## src/rtl/iter_shift.sv

```systemverilog
// iter_shift: iterative logical shifter.
//   A start request in IDLE captures din, shamt and dir. The operand is then
//   shifted a few positions per clock until the requested amount is reached.
//   Each SHIFT cycle moves 5 positions while at least 5 remain, otherwise 1.
//   An amount of s therefore takes floor(s/5) + (s mod 5) cycles.
//
// Ports
//   clk       : single clock, rising edge
//   reset     : synchronous, active-high; returns to IDLE and clears the result
//   start     : request pulse, looked at only in IDLE
//   din       : operand (n bits), captured on an accepted start
//   shamt     : shift amount 0..31, captured on an accepted start
//   dir       : 0 = logical left, 1 = logical right, captured on an accepted start
//   dout      : working/result register
//   busy      : high while in SHIFT
//   done      : one-cycle pulse, high while in DONE
//   state_dbg : current FSM state (0 = IDLE, 1 = SHIFT, 2 = DONE), for debug
//
// Handshake: start is a request with no ready. It is accepted on any rising
// edge where the block is in IDLE and reset is low. At any other time it is
// ignored. Completion is signalled by exactly one done cycle. When shamt == 0,
// done is signalled without any busy cycle.
module iter_shift #(
  parameter int n = 32
) (
  input  logic         clk,
  input  logic         reset,
  input  logic         start,
  input  logic [n-1:0] din,
  input  logic [4:0]   shamt,
  input  logic         dir,
  output logic [n-1:0] dout,
  output logic         busy,
  output logic         done,
  output logic [1:0]   state_dbg
);

  typedef enum logic [1:0] {
    IDLE  = 2'd0,
    SHIFT = 2'd1,
    DONE  = 2'd2
  } state_t;

  state_t       state, state_next;
  logic [n-1:0] work, work_next;
  logic [4:0]   rem, rem_next;
  logic         dir_q, dir_next;
  logic [4:0]   step;

  always_ff @(posedge clk) begin
    if (reset) begin
      state <= IDLE;
      work  <= '0;
      rem   <= '0;
      dir_q <= 1'b0;
    end else begin
      state <= state_next;
      work  <= work_next;
      rem   <= rem_next;
      dir_q <= dir_next;
    end
  end

  always_comb begin
    state_next = state;
    work_next  = work;
    rem_next   = rem;
    dir_next   = dir_q;
    // Coarse steps of 5 while they fit, then single steps for the remainder.
    step       = (rem >= 5'd5) ? 5'd5 : 5'd1;
    case (state)
      IDLE: begin
        if (start) begin
          work_next  = din;
          rem_next   = shamt;
          dir_next   = dir;
          state_next = (shamt != 5'd0) ? SHIFT : DONE;
        end
      end
      SHIFT: begin
        work_next = dir_q ? (work >> step) : (work << step);
        rem_next  = rem - step;
        // rem is never 0 in SHIFT, so this step is the last one exactly when
        // it consumes the whole remaining count.
        if (rem == step) begin
          state_next = DONE;
        end
      end
      DONE: begin
        state_next = IDLE;
      end
      default: begin
        state_next = IDLE;
      end
    endcase
  end

  assign dout      = work;
  assign busy      = (state == SHIFT);
  assign done      = (state == DONE);
  assign state_dbg = state;

endmodule

```

## config.mk

```make
export PLATFORM = sky130hd
export DESIGN_NAME = iter_shift
export DESIGN_NICKNAME = d
export VERILOG_FILES = /design/src/rtl/iter_shift.sv
export SDC_FILE = /design/constraint.sdc
export NUM_CORES = 1
export LEC_CHECK = 0
export BUFFER_PORTS_ARGS = -buffer_cell sky130_fd_sc_hd__buf_2
export CAP_MARGIN = 10
export CORE_UTILIZATION = 48
export DETAILED_ROUTE_END_ITERATION = 16
export PLACE_DENSITY = 0.79
export SLEW_MARGIN = 20
export SYNTH_ARGS = -nofsm -noshare
export SYNTH_HDL_FRONTEND = slang
export SYNTH_SLANG_ARGS = --single-unit
```

## constraint.sdc

```tcl
create_clock -name clk -period 2.53 [get_ports clk]
set_input_delay 0.1265 -clock clk [delete_from_list [all_inputs] [get_ports clk]]
set_output_delay 0.1265 -clock clk [all_outputs]
set_load 0.02 [all_outputs]
```

==> summary.txt <==
TIMING
-----------------------------------------------------------------------------------------
Minimum clock period                                                             2.242 ns
F_max                                                                           446.1 MHz
Total count of max-transition violations in the final report                            0
Slew at the pin closest to its max-slew limit                                   0.7463 ns
Final Hold Viols                                                                        0
Period utilisation layout                                                          88.61%
Setup tns final                                                                      0 ns
RSZ-0062 raised after global routing                                                false
Relative slew slack                                                                50.25%
Post-route clock skew                                                         0.007200 ns
Final setup violating endpoints                                                         0

LOGIC SYNTHESIS
-----------------------------------------------------------------------------------------
Distinct cells, synth                                                                  46
Post-synthesis cell area                                                         2849 um2
Synth warnings                                                                          0
Number of flip-flops and latches in the synthesized netlist                            40
Synth Instances                                                                       340
Cell taking the most area after synthesis                                    sky130_fd_sc_hd__dfxtp_1
Main synth FF type                                                           sky130_fd_sc_hd__dfxtp_1
EDFF count, synth                                                                       0
Sequential cell area fraction in the yosys report                                  28.11%
Fraction of post-synthesis cell area in the top cell type by area                  28.11%
Proportion of register bits with asynchronous set or reset after synthesis             0%
Avg Cell Area, Syn                                                              8.379 um2
Synth area leaders                                                           sky130_fd_sc_hd__dfxtp_1, sky130_fd_sc_hd__a221oi_1, sky130_fd_sc_hd__mux2i_1, sky130_fd_sc_hd__nand2b_1, sky130_fd_sc_hd__o32ai_2
Net Count, Synth                                                                      384

FINISH
-----------------------------------------------------------------------------------------
Fraction of final layout cells with drive strength greater than 1                  31.05%
Post-layout nets                                                                      452
Synthesis-to-layout area growth                                                    19.63%
Finished Layout Cells                                                                 481
Antenna diode instance count                                                            0

CTS
-----------------------------------------------------------------------------------------
Worst-case clock buffer depth                                                           2
TritonCTS buffer count                                                                  5
CTS Root Cell                                                                sky130_fd_sc_hd__clkbuf_8
Cells resized by post-CTS repair                                                        0
Total number of H-tree levels                                                           2
Cts-stage hold buffer count                                                             0
CTS tree                                                                              yes
Worst-Skew Late Latency                                                           0.30 ns
Number of buffers added for setup after CTS                                             0
Number of sinks handled by clock tree synthesis                                        40
Clk slew on worst S/H paths                                                       0.08 ns

CRITICAL PATH
-----------------------------------------------------------------------------------------
Startpoint of the most critical register-to-register path                    rem[1]$_SDFFE_PP0P_
FF-to-FF path depth                                                                    10
Nature of the critical path endpoint                                             register
Worst reg2reg setup slack                                                         0.29 ns
Critical Path Source Type                                                        register
Worst EP required                                                                 2.69 ns
Worst Path Arrival                                                                2.41 ns
Startpoint-to-endpoint class of the critical path                                 reg2reg
Maximum fanout encountered on the critical timing path                                  4
Worst reg2reg path endpoint                                                  rem[3]$_SDFFE_PP0P_

OUTCOME
-----------------------------------------------------------------------------------------
Run status                                                                      completed

DIE
-----------------------------------------------------------------------------------------
Num ports                                                                              77
Row Count                                                                              27
Initial core utilization                                                           50.80%
Die X-Extent                                                                     79.04 um
Area of the core                                                                 5608 um2
Y dimension of the die                                                           79.04 um
Area of the die                                                                  6247 um2

DRT
-----------------------------------------------------------------------------------------
First DRT Iteration DRCs                                                              335
Per-cell routed wire length                                                      18.18 um
Vias per cell                                                                       6.462
Post-route ant nets                                                                     0
Wire length after detailed routing                                                8745 um
Remaining DRCs                                                                          0
Number of vias in the routed layout                                                 3,108
Number of iterations in the first detailed-routing pass                                 6

PWR
-----------------------------------------------------------------------------------------
Worst vdd ir                                                                    0.2924 mV
Switching power of the nets                                                     0.8564 mW
Gate power share                                                                    39.7%
Ratio of total power to cell area                                            625.3 nW/um2
Total internal power                                                             1.275 mW
Clock power frac                                                                    21.0%
Proportion of power drawn by flip-flops and latches                                 39.3%
Leakage                                                                          1.521 nW
Switch share                                                                       40.19%

GLOBAL ROUTE
-----------------------------------------------------------------------------------------
Antenna violations before repair                                                        0
Pin count of the biggest net entering global routing                                   42
Via count of the first global-routing pass                                          2,824
Gr usage total                                                                     28.77%
First-pass GRT wire length                                                      14,100 um
Overflow after GRT                                                                      0

HOLD PATH
-----------------------------------------------------------------------------------------
Worst hold-check path type                                                         in2reg
Min-Delay Path Depth                                                                    3
Hold path startpoint                                                                  dir
Hold Path Sink                                                               dir_q$_SDFFE_PP0P_

PLACEMENT
-----------------------------------------------------------------------------------------
Detail Placement HPWL                                                             5913 um
Port buffer count                                                                      76
Number of instances in the placed design                                              473
Last weighted congestion value of the routability-driven placer                    0.8277

JOB
-----------------------------------------------------------------------------------------
Number of max-cap violations                                                            0

logic make-up (layout without fill, tap and decap cells):
logic type / after synthesis / after routing / synth area share (%)
adder cells (fa/ha/maj): 3 / 3 / 1.318
flip-flops: 40 / 40 / 28.11
AND/OR/NAND/NOR: 105 / 105 / 19.50
multiplexers: 16 / 16 / 5.621
buffers and inverters: 44 / 113 / 6.280
AO/OA/AOI/OAI: 132 / 132 / 39.17
power groups by stage:
stage / Sequential [mW] / Clock [mW] / Combinational [mW]
after global placement: 0.845 / 0 / 0.818
final: 0.838 / 0.447 / 0.846
after detailed placement: 0.847 / 0 / 0.835
after global routing: 0.850 / 0.479 / 0.913
after floorplan: 0.884 / 0 / 0.533
after CTS: 0.832 / 0.445 / 0.840
per-layer routing:
layer	global-route usage, %	vias to the layer above	part of all wire (%)
met5	0	-	0
met4	12.00	0	2.1
met3	3.908	23	6.8
met2	45.17	161	47
met1	39.38	1476	44
li1	-	1448	-
Yosys cell counts (all sizes together) (7+ instances only):
library cell,number
mux2i,16
a221oi,28
nand2b,24
o21bai,10
buf,7
o21ai,7
a21o,14
nor2,34
nand3,8
nand2,11
o32ai,10
o22ai,7
a21oi,16
nor3,8
a31oi,8
a311oi,10
inv,12
dfxtp,40
clkbuf,25
placed cells by master (no fill, tap or decap), types with 3 or more instances in the layout:
cell                       Yosys  layout
sky130_fd_sc_hd__a311oi_1     10      10
sky130_fd_sc_hd__inv_1         9       9
sky130_fd_sc_hd__and3_1        5       5
sky130_fd_sc_hd__nand3_1       8       8
sky130_fd_sc_hd__ha_1          3       3
sky130_fd_sc_hd__a21o_1       14      14
sky130_fd_sc_hd__a221oi_1     21      21
sky130_fd_sc_hd__o32ai_2       9       9
sky130_fd_sc_hd__nor3_1        8       8
sky130_fd_sc_hd__dfxtp_1      40      40
sky130_fd_sc_hd__buf_4         0      17
sky130_fd_sc_hd__a211oi_1      5       5
sky130_fd_sc_hd__and4_1        3       3
sky130_fd_sc_hd__o22ai_1       7       7
sky130_fd_sc_hd__a31oi_1       8       8
sky130_fd_sc_hd__a21oi_1      15      15
sky130_fd_sc_hd__nand2_1      11      11
sky130_fd_sc_hd__buf_2         5      76
sky130_fd_sc_hd__o21ai_0       6       6
sky130_fd_sc_hd__or2_2         3       3
sky130_fd_sc_hd__nor2_1       34      33
sky130_fd_sc_hd__o21a_1        3       3
sky130_fd_sc_hd__a221oi_2      7       7
sky130_fd_sc_hd__inv_2         3       3
sky130_fd_sc_hd__clkbuf_8      0       6
sky130_fd_sc_hd__a21boi_0      5       5
sky130_fd_sc_hd__mux2i_1      16      16
sky130_fd_sc_hd__o21bai_1     10      10
sky130_fd_sc_hd__nand2b_1     24      24
critical path: stages (launching register included):
cell                       delay [ns]
sky130_fd_sc_hd__dfxtp_1         0.42
sky130_fd_sc_hd__inv_1           0.11
sky130_fd_sc_hd__ha_1            0.24
sky130_fd_sc_hd__o31ai_4         0.19
sky130_fd_sc_hd__nand2_1         0.11
sky130_fd_sc_hd__inv_2           0.07
sky130_fd_sc_hd__ha_1            0.26
sky130_fd_sc_hd__o21a_1          0.13
sky130_fd_sc_hd__o21a_1          0.16
sky130_fd_sc_hd__o311ai_0        0.31
sky130_fd_sc_hd__a21oi_1         0.11
sequential cells by signal, indices dropped and copies added (netlist names):
| name | cells |
|---|---|
| rem | 5 |
| dout | 32 |
| state_dbg | 2 |
| dir_q | 1 |
stage by stage:
step / cell area [um2] / hold WS [ns] / power, mW / utilization [%] / setup WS (ns)
5_1_grt: 3408 / 0.09432 / 2.241 / 60.78 / 0.08609
4_1_cts: 3408 / 0.06517 / 2.117 / 60.78 / 0.2846
2_1_floorplan: 2849 / 0.2704 / 1.418 / - / 0.01940
6_report: 3408 / 0.06544 / 2.131 / 60.78 / 0.2881
3_5_place_dp: 3316 / 0.3711 / 1.682 / 59.13 / 0.3101
3_3_place_gp: 3316 / 0.3582 / 1.663 / 59.13 / 0.3950
layout make-up:
cell class	count	area [um2]
inverter	12	45.04
multi-input combinational	256	1872
tap	72	90.09
fill	509	2200
clock buffer	6	82.58
clock inverter	2	10.01
sequential	40	800.8
timing repair buffer	93	508.0
worst max path at each step:
stage	startpoint	endpoint	depth (start not counted)	slack, ns
floorplan	rem[1]$_SDFFE_PP0P_	rem[3]$_SDFFE_PP0P_	11	0.02
global placement	rem[1]$_SDFFE_PP0P_	rem[3]$_SDFFE_PP0P_	10	0.39
detailed placement	rem[1]$_SDFFE_PP0P_	rem[3]$_SDFFE_PP0P_	10	0.31
CTS	rem[1]$_SDFFE_PP0P_	rem[3]$_SDFFE_PP0P_	10	0.28
global route	rem[1]$_SDFFE_PP0P_	rem[3]$_SDFFE_PP0P_	10	0.09
finish	rem[1]$_SDFFE_PP0P_	rem[3]$_SDFFE_PP0P_	10	0.29
(Power assumes the default switching activity.)
